## config.mk

```make
export PLATFORM = sky130hd
export DESIGN_NAME = clint_timer
export DESIGN_NICKNAME = d
export VERILOG_FILES = /design/src/rtl/clint_timer.sv
export SDC_FILE = /design/constraint.sdc
export NUM_CORES = 1
export LEC_CHECK = 0
export ABC_AREA = 1
export ABC_CLOCK_PERIOD_IN_PS = 2200
export BUFFER_PORTS_ARGS = -buffer_cell sky130_fd_sc_hd__buf_2
export CORE_UTILIZATION = 52
export DETAILED_ROUTE_END_ITERATION = 6
export PLACE_DENSITY = 0.74
export SLEW_MARGIN = 5
export SYNTH_ARGS = -nofsm -noshare
export SYNTH_HDL_FRONTEND = slang
export SYNTH_SLANG_ARGS = --single-unit
```

## constraint.sdc

```tcl
create_clock -name clk_i -period 2.2 [get_ports clk_i]
set_input_delay 0.44 -clock clk_i [delete_from_list [all_inputs] [get_ports clk_i]]
set_output_delay 0.44 -clock clk_i [all_outputs]
set_load 0.005 [all_outputs]
```

## src/rtl/clint_timer.sv

```systemverilog
// Machine-level core-local interruptor: 64-bit mtime/mtimecmp, msip, and the timer/software IRQ lines.
// Optional build macro CLINT_TIME_LATCH_EN adds a shadow of mtime[63:32] captured on mtime[31:0] reads.
module clint_timer #(
    parameter int unsigned TICK_DIV = 1,
    parameter int unsigned ADDR_W   = 16
) (
    input  logic              clk_i,
    input  logic              rst_i,
    input  logic              req_i,
    input  logic              we_i,
    input  logic [ADDR_W-1:0] addr_i,
    input  logic [31:0]       wdata_i,
    output logic              rvalid_o,
    output logic [31:0]       rdata_o,
    output logic              err_o,
    output logic              timer_irq_o,
    output logic              soft_irq_o
);

    localparam logic [ADDR_W-1:0] A_MSIP       = ADDR_W'(32'h0000);
    localparam logic [ADDR_W-1:0] A_MTIMECMP_L = ADDR_W'(32'h4000);
    localparam logic [ADDR_W-1:0] A_MTIMECMP_H = ADDR_W'(32'h4004);
    localparam logic [ADDR_W-1:0] A_MTIME_L    = ADDR_W'(32'hBFF8);
    localparam logic [ADDR_W-1:0] A_MTIME_H    = ADDR_W'(32'hBFFC);
    localparam logic [15:0]       TICK_LAST    = 16'(TICK_DIV - 1);

    logic [15:0] presc;
    logic        tick;
    logic [63:0] mtime;
    logic [63:0] mtimecmp;
    logic        msip;
    logic [31:0] mtime_hi_rd;

    logic sel_msip, sel_cmp_lo, sel_cmp_hi, sel_time_lo, sel_time_hi, hit;
    logic wr_msip, wr_cmp_lo, wr_cmp_hi, wr_time_lo, wr_time_hi, rd_time_lo;
    logic [31:0] rd_val;

    assign tick = (presc == TICK_LAST);

    // Misaligned offsets never select a register, so they fall through to the error path.
    always_comb begin
        sel_msip    = 1'b0;
        sel_cmp_lo  = 1'b0;
        sel_cmp_hi  = 1'b0;
        sel_time_lo = 1'b0;
        sel_time_hi = 1'b0;
        if (addr_i[1:0] == 2'b00) begin
            sel_msip    = (addr_i == A_MSIP);
            sel_cmp_lo  = (addr_i == A_MTIMECMP_L);
            sel_cmp_hi  = (addr_i == A_MTIMECMP_H);
            sel_time_lo = (addr_i == A_MTIME_L);
            sel_time_hi = (addr_i == A_MTIME_H);
        end
    end

    assign hit        = sel_msip | sel_cmp_lo | sel_cmp_hi | sel_time_lo | sel_time_hi;
    assign wr_msip    = req_i & we_i & sel_msip;
    assign wr_cmp_lo  = req_i & we_i & sel_cmp_lo;
    assign wr_cmp_hi  = req_i & we_i & sel_cmp_hi;
    assign wr_time_lo = req_i & we_i & sel_time_lo;
    assign wr_time_hi = req_i & we_i & sel_time_hi;
    assign rd_time_lo = req_i & ~we_i & sel_time_lo;

`ifdef CLINT_TIME_LATCH_EN
    logic [31:0] mtime_hi_shadow;

    always_ff @(posedge clk_i) begin
        if (rst_i) begin
            mtime_hi_shadow <= '0;
        end else if (rd_time_lo) begin
            mtime_hi_shadow <= mtime[63:32];
        end
    end

    assign mtime_hi_rd = mtime_hi_shadow;
`else
    assign mtime_hi_rd = mtime[63:32];
`endif

    always_comb begin
        rd_val = '0;
        if (sel_msip)    rd_val = {31'd0, msip};
        if (sel_cmp_lo)  rd_val = mtimecmp[31:0];
        if (sel_cmp_hi)  rd_val = mtimecmp[63:32];
        if (sel_time_lo) rd_val = mtime[31:0];
        if (sel_time_hi) rd_val = mtime_hi_rd;
    end

    always_ff @(posedge clk_i) begin
        if (rst_i) begin
            presc       <= '0;
            mtime       <= '0;
            mtimecmp    <= '1;
            msip        <= 1'b0;
            rvalid_o    <= 1'b0;
            rdata_o     <= '0;
            err_o       <= 1'b0;
            timer_irq_o <= 1'b0;
        end else begin
            presc <= tick ? '0 : presc + 16'd1;

            // A write to either half wins over the tick; no carry crosses halves on a write.
            if (wr_time_lo) begin
                mtime[31:0] <= wdata_i;
            end else if (wr_time_hi) begin
                mtime[63:32] <= wdata_i;
            end else if (tick) begin
                mtime <= mtime + 64'd1;
            end

            if (wr_cmp_lo) mtimecmp[31:0]  <= wdata_i;
            if (wr_cmp_hi) mtimecmp[63:32] <= wdata_i;
            if (wr_msip)   msip            <= wdata_i[0];

            rvalid_o    <= req_i;
            rdata_o     <= (req_i && !we_i && hit) ? rd_val : 32'd0;
            err_o       <= req_i & ~hit;
            timer_irq_o <= (mtime >= mtimecmp);
        end
    end

    assign soft_irq_o = msip;

endmodule

```

==> out/qor.csv <==
stage;metric;value;unit
setup_path;worstReg2RegStart;mtime[24]$_SDFFE_PP0P_;
placed_design;hpwl;34300;µm
power_and_ir_drop;switchingPower;1.80;mW
sta;tns;0;ns
setup_path;r2r_cells;11;
cells_and_area;area_growth;16.9;%
outcome;violations;DRC;
setup_path;slowest_delay;0.48;ns
synth;synth_warnings;0;
drt;antenna_left;0;
power_and_ir_drop;p_int;4.90;mW
floorplan;core;22000;µm²
drt;drt_iter0_markers;1421;
setup_path;endpoint_kind;flip-flop;
sta;max_slew_margin;47.6;%
clock_network;post_cts_buffers;0;
cells_and_area;drive_gt1_share;14.0;%
floorplan;die_area;23200;µm²
floorplan;io_pins;88;
cells_and_area;nNetsFinal;2096;
sta;slew_violations;0;
drt;totalWireLength;44600;µm
sta;fin_crit_sh;96.6;%
sta;finalClockSkew;0.0142;ns
global_routing;overflow;0;
power_and_ir_drop;p_leak;6.58;nW
floorplan;die_w;152;µm
synth;ys_ff_latch;180;
clock_network;cts-root-buf;clkbuf_16;
floorplan;num_rows;54;
placed_design;routabilityCongestion;1.04;
floorplan;dieHeight;152;µm
clock_network;htreeDepth;4;
drt;vias;13142;
clock_network;cts_tree;yes;
floorplan;initial_core_util;53.5;%
sta;grt_setup_unrepaired;false;
hold_path;hold_path_class;in2reg;
synth;netlist_area;11700;µm²
cells_and_area;fin_util;62.5;%
clock_network;clockBufferDepth;2;
cells_and_area;fill_cells;2141;
synth;ys_seq_area_share;30.7;%
clock_network;postCtsResizedCells;0;
setup_path;arrival;2.44;ns
drt;routedWlPerCell;19.6;µm
global_routing;grt_pass1_vias;12188;
synth;ys_types;39;
clock_network;path_clk_slew;0.08;ns
run;drv_cap;0;
synth;postSynthCellCount;1836;
sta;setup_violations;0;
drt;viasPerCell;5.79;
global_routing;grt_first_pass_wirelength;68400;µm
global_routing;antenna_found_initial;0;
clock_network;cts.sinks;180;
setup_path;crit_slowest_cell;dfxtp_1;
setup_path;crit_family;simple AND/OR/NAND/NOR gates;
synth;synth.avg_cell_area;6.40;µm²
hold_path;worstHoldStart;wdata_i[3];
power_and_ir_drop;power_density;488;nW/µm²
power_and_ir_drop;seqPwrFrac;48.7;%
setup_path;crit_top_cell;nand2_1;
placed_design;io_buffer_count;87;
sta;worstMarginPinSlew;0.787;ns
synth;synthesis.nets;1955;
setup_path;crit_buf_inv;1;
setup_path;crit_required;2.52;ns
hold_path;holdPathEnd;mtimecmp[3]$_SDFFE_PP1P_;
global_routing;grt_usage;38.3;%
hold_path;min_path_cells;3;
setup_path;r2r_end;mtime[60]$_SDFFE_PP0P_;
sta;max_freq;470;MHz
cells_and_area;n_antenna_cell;0;
setup_path;critPathKind;reg2reg;
clock_network;cts_made_buffers;17;
drt;drtPass1Iterations;7;
setup_path;critPathLaunchType;flip-flop;
power_and_ir_drop;p_sw_share;26.8;%
sta;hold_viol;0;
global_routing;grt_max_degree;65;
drt;drc;7;
clock_network;clk_latency;0.45;ns
power_and_ir_drop;pwr-share-comb;4.1;%
setup_path;regToRegSetupSlack;0.07;ns
setup_path;cp_max_fo;4;
outcome;status;complete, but fails checks;
power_and_ir_drop;clockPowerShare;47.2;%
clock_network;postCtsHoldBufs;0;
sta;fin_crit;2.13;ns
setup_path;crit_chain;nand2_1 > nor2_1 > nand2_1 > nor2_1 > nand2_1 > clkinv_1 > nand2_1 > nand2_1 > nand3_1 > nand2_1 > a21oi_1;
power_and_ir_drop;vdd_drop_max;0.434;mV
## worst register-to-register path, cell delays in order (launching register included)
cell	delay, ns
dfxtp_1	0.48
nand2_1	0.12
nor2_1	0.30
nand2_1	0.14
nor2_1	0.19
nand2_1	0.25
clkinv_1	0.13
nand2_1	0.06
nand2_1	0.07
nand3_1	0.12
nand2_1	0.09
a21oi_1	0.05
## synth_stat cells (all sizes together)
cell	count	area, µm²
o21bai	1	7.51
nand4	56	350
nor4	4	25.0
a21oi	191	956
nor2	228	948
or2	5	31.3
buf	28	164
and2	2	12.5
a211oi	2	25.0
inv	214	803
dfxtp	180	3600
nand3	116	601
o211ai	56	420
clkbuf	48	180
ha	67	838
xor2	14	123
nand2	445	1690
nor3b	4	30.0
clkinv	5	18.8
nor3	25	130
o21ai	112	561
a31oi	6	37.5
o22ai	13	81.3
o21a	4	30.0
a21o	1	7.51
nand3b	5	37.5
xnor2	4	35.0
## power groups by stage
stage	registers (mW)	clock network, mW	logic [mW]
finish	3.26	3.16	0.272
global route	3.27	3.28	0.290
CTS	3.26	3.17	0.266
detailed placement	3.34	0	0.264
global placement	3.34	0	0.261
floorplan	3.35	0	0.116
## worst max-delay path by stage
stage                                    startpoint                     end  slack (ns)  cells after the start
final                        mtime[24]$_SDFFE_PP0P_  mtime[60]$_SDFFE_PP0P_        0.07                     11
after CTS                 mtimecmp[63]$_SDFFE_PP1P_  timer_irq_o$_SDFF_PP0_        0.13                     12
after floorplan                          addr_i[14]  mtime[12]$_SDFFE_PP0P_        0.50                     10
after global placement                    addr_i[1]  rdata_o[28]$_SDFF_PP0_       -0.07                     11
after global routing         mtime[32]$_SDFFE_PP0P_  mtime[40]$_SDFFE_PP0P_       0.005                     10
after detailed placement                  addr_i[5]  rdata_o[28]$_SDFF_PP0_       -0.04                     10
## cell families after synthesis
| kind of cell | synth area share (%) |
|---|---|
| compound gates | 18.1 |
| xor+xnor | 1.34 |
| fa+ha+maj | 7.14 |
| buf+inv | 9.93 |
| flops | 30.7 |
| simple gates | 32.8 |
## area by class of cell
| type | count | area [µm²] | area share, % |
|---|---|---|---|
| clock buffers | 18 | 439 | 3.20 |
| clock inverters | 14 | 150 | 1.09 |
| multi-input cells | 1361 | 7000 | 51.0 |
| repair buffers | 198 | 1360 | 9.92 |
| flip-flops and latches | 180 | 3610 | 26.3 |
| inverters | 219 | 822 | 5.99 |
| well taps | 280 | 350 | 2.55 |
## through the flow
stage / instance area [µm²] / total power [mW] / instances / hold slack [ns] / worst slack (ns)
final: 13700 / 6.70 / 2270 / 0.219 / 0.0742
after global routing: 13700 / 6.84 / 2270 / 0.222 / 0.00479
after CTS: 13700 / 6.70 / 2270 / 0.218 / 0.131
after detailed placement: 13100 / 3.61 / 2238 / 0.460 / -0.0412
after global placement: 13100 / 3.60 / 2238 / 0.451 / -0.0721
after floorplan: 11700 / 3.46 / 1836 / 0.430 / 0.501
## flip-flops by register name, summed over array words and instances, names as in the netlist
signal       cells
err_o            1
mtime           64
mtimecmp        64
presc           16
rdata_o         32
rvalid_o         1
soft_irq_o       1
timer_irq_o      1
## cells in the final DEF, fill, tap and decap left out, drive strengths merged, types with 6 or more instances in the layout
| cell | Yosys | final |
|---|---|---|
| clkinv | 5 | 8 |
| xor2 | 14 | 14 |
| buf | 28 | 198 |
| nand2 | 445 | 445 |
| o22ai | 13 | 13 |
| o21ai | 112 | 112 |
| nand3 | 116 | 116 |
| nor3 | 25 | 25 |
| nor2 | 228 | 228 |
| a21oi | 191 | 191 |
| inv | 214 | 223 |
| o211ai | 56 | 56 |
| clkbuf | 48 | 18 |
| nand4 | 56 | 56 |
| ha | 67 | 67 |
| dfxtp | 180 | 180 |
| a31oi | 6 | 6 |
## routing by layer
metal / track usage [%] / share of wire [%]
met2: 61.6 / 45
met4: 19.9 / 4.9
met1: 49.5 / 41
met5: 0 / 0
met3: 6.06 / 8.8
Power figures use the tool's default switching activity.
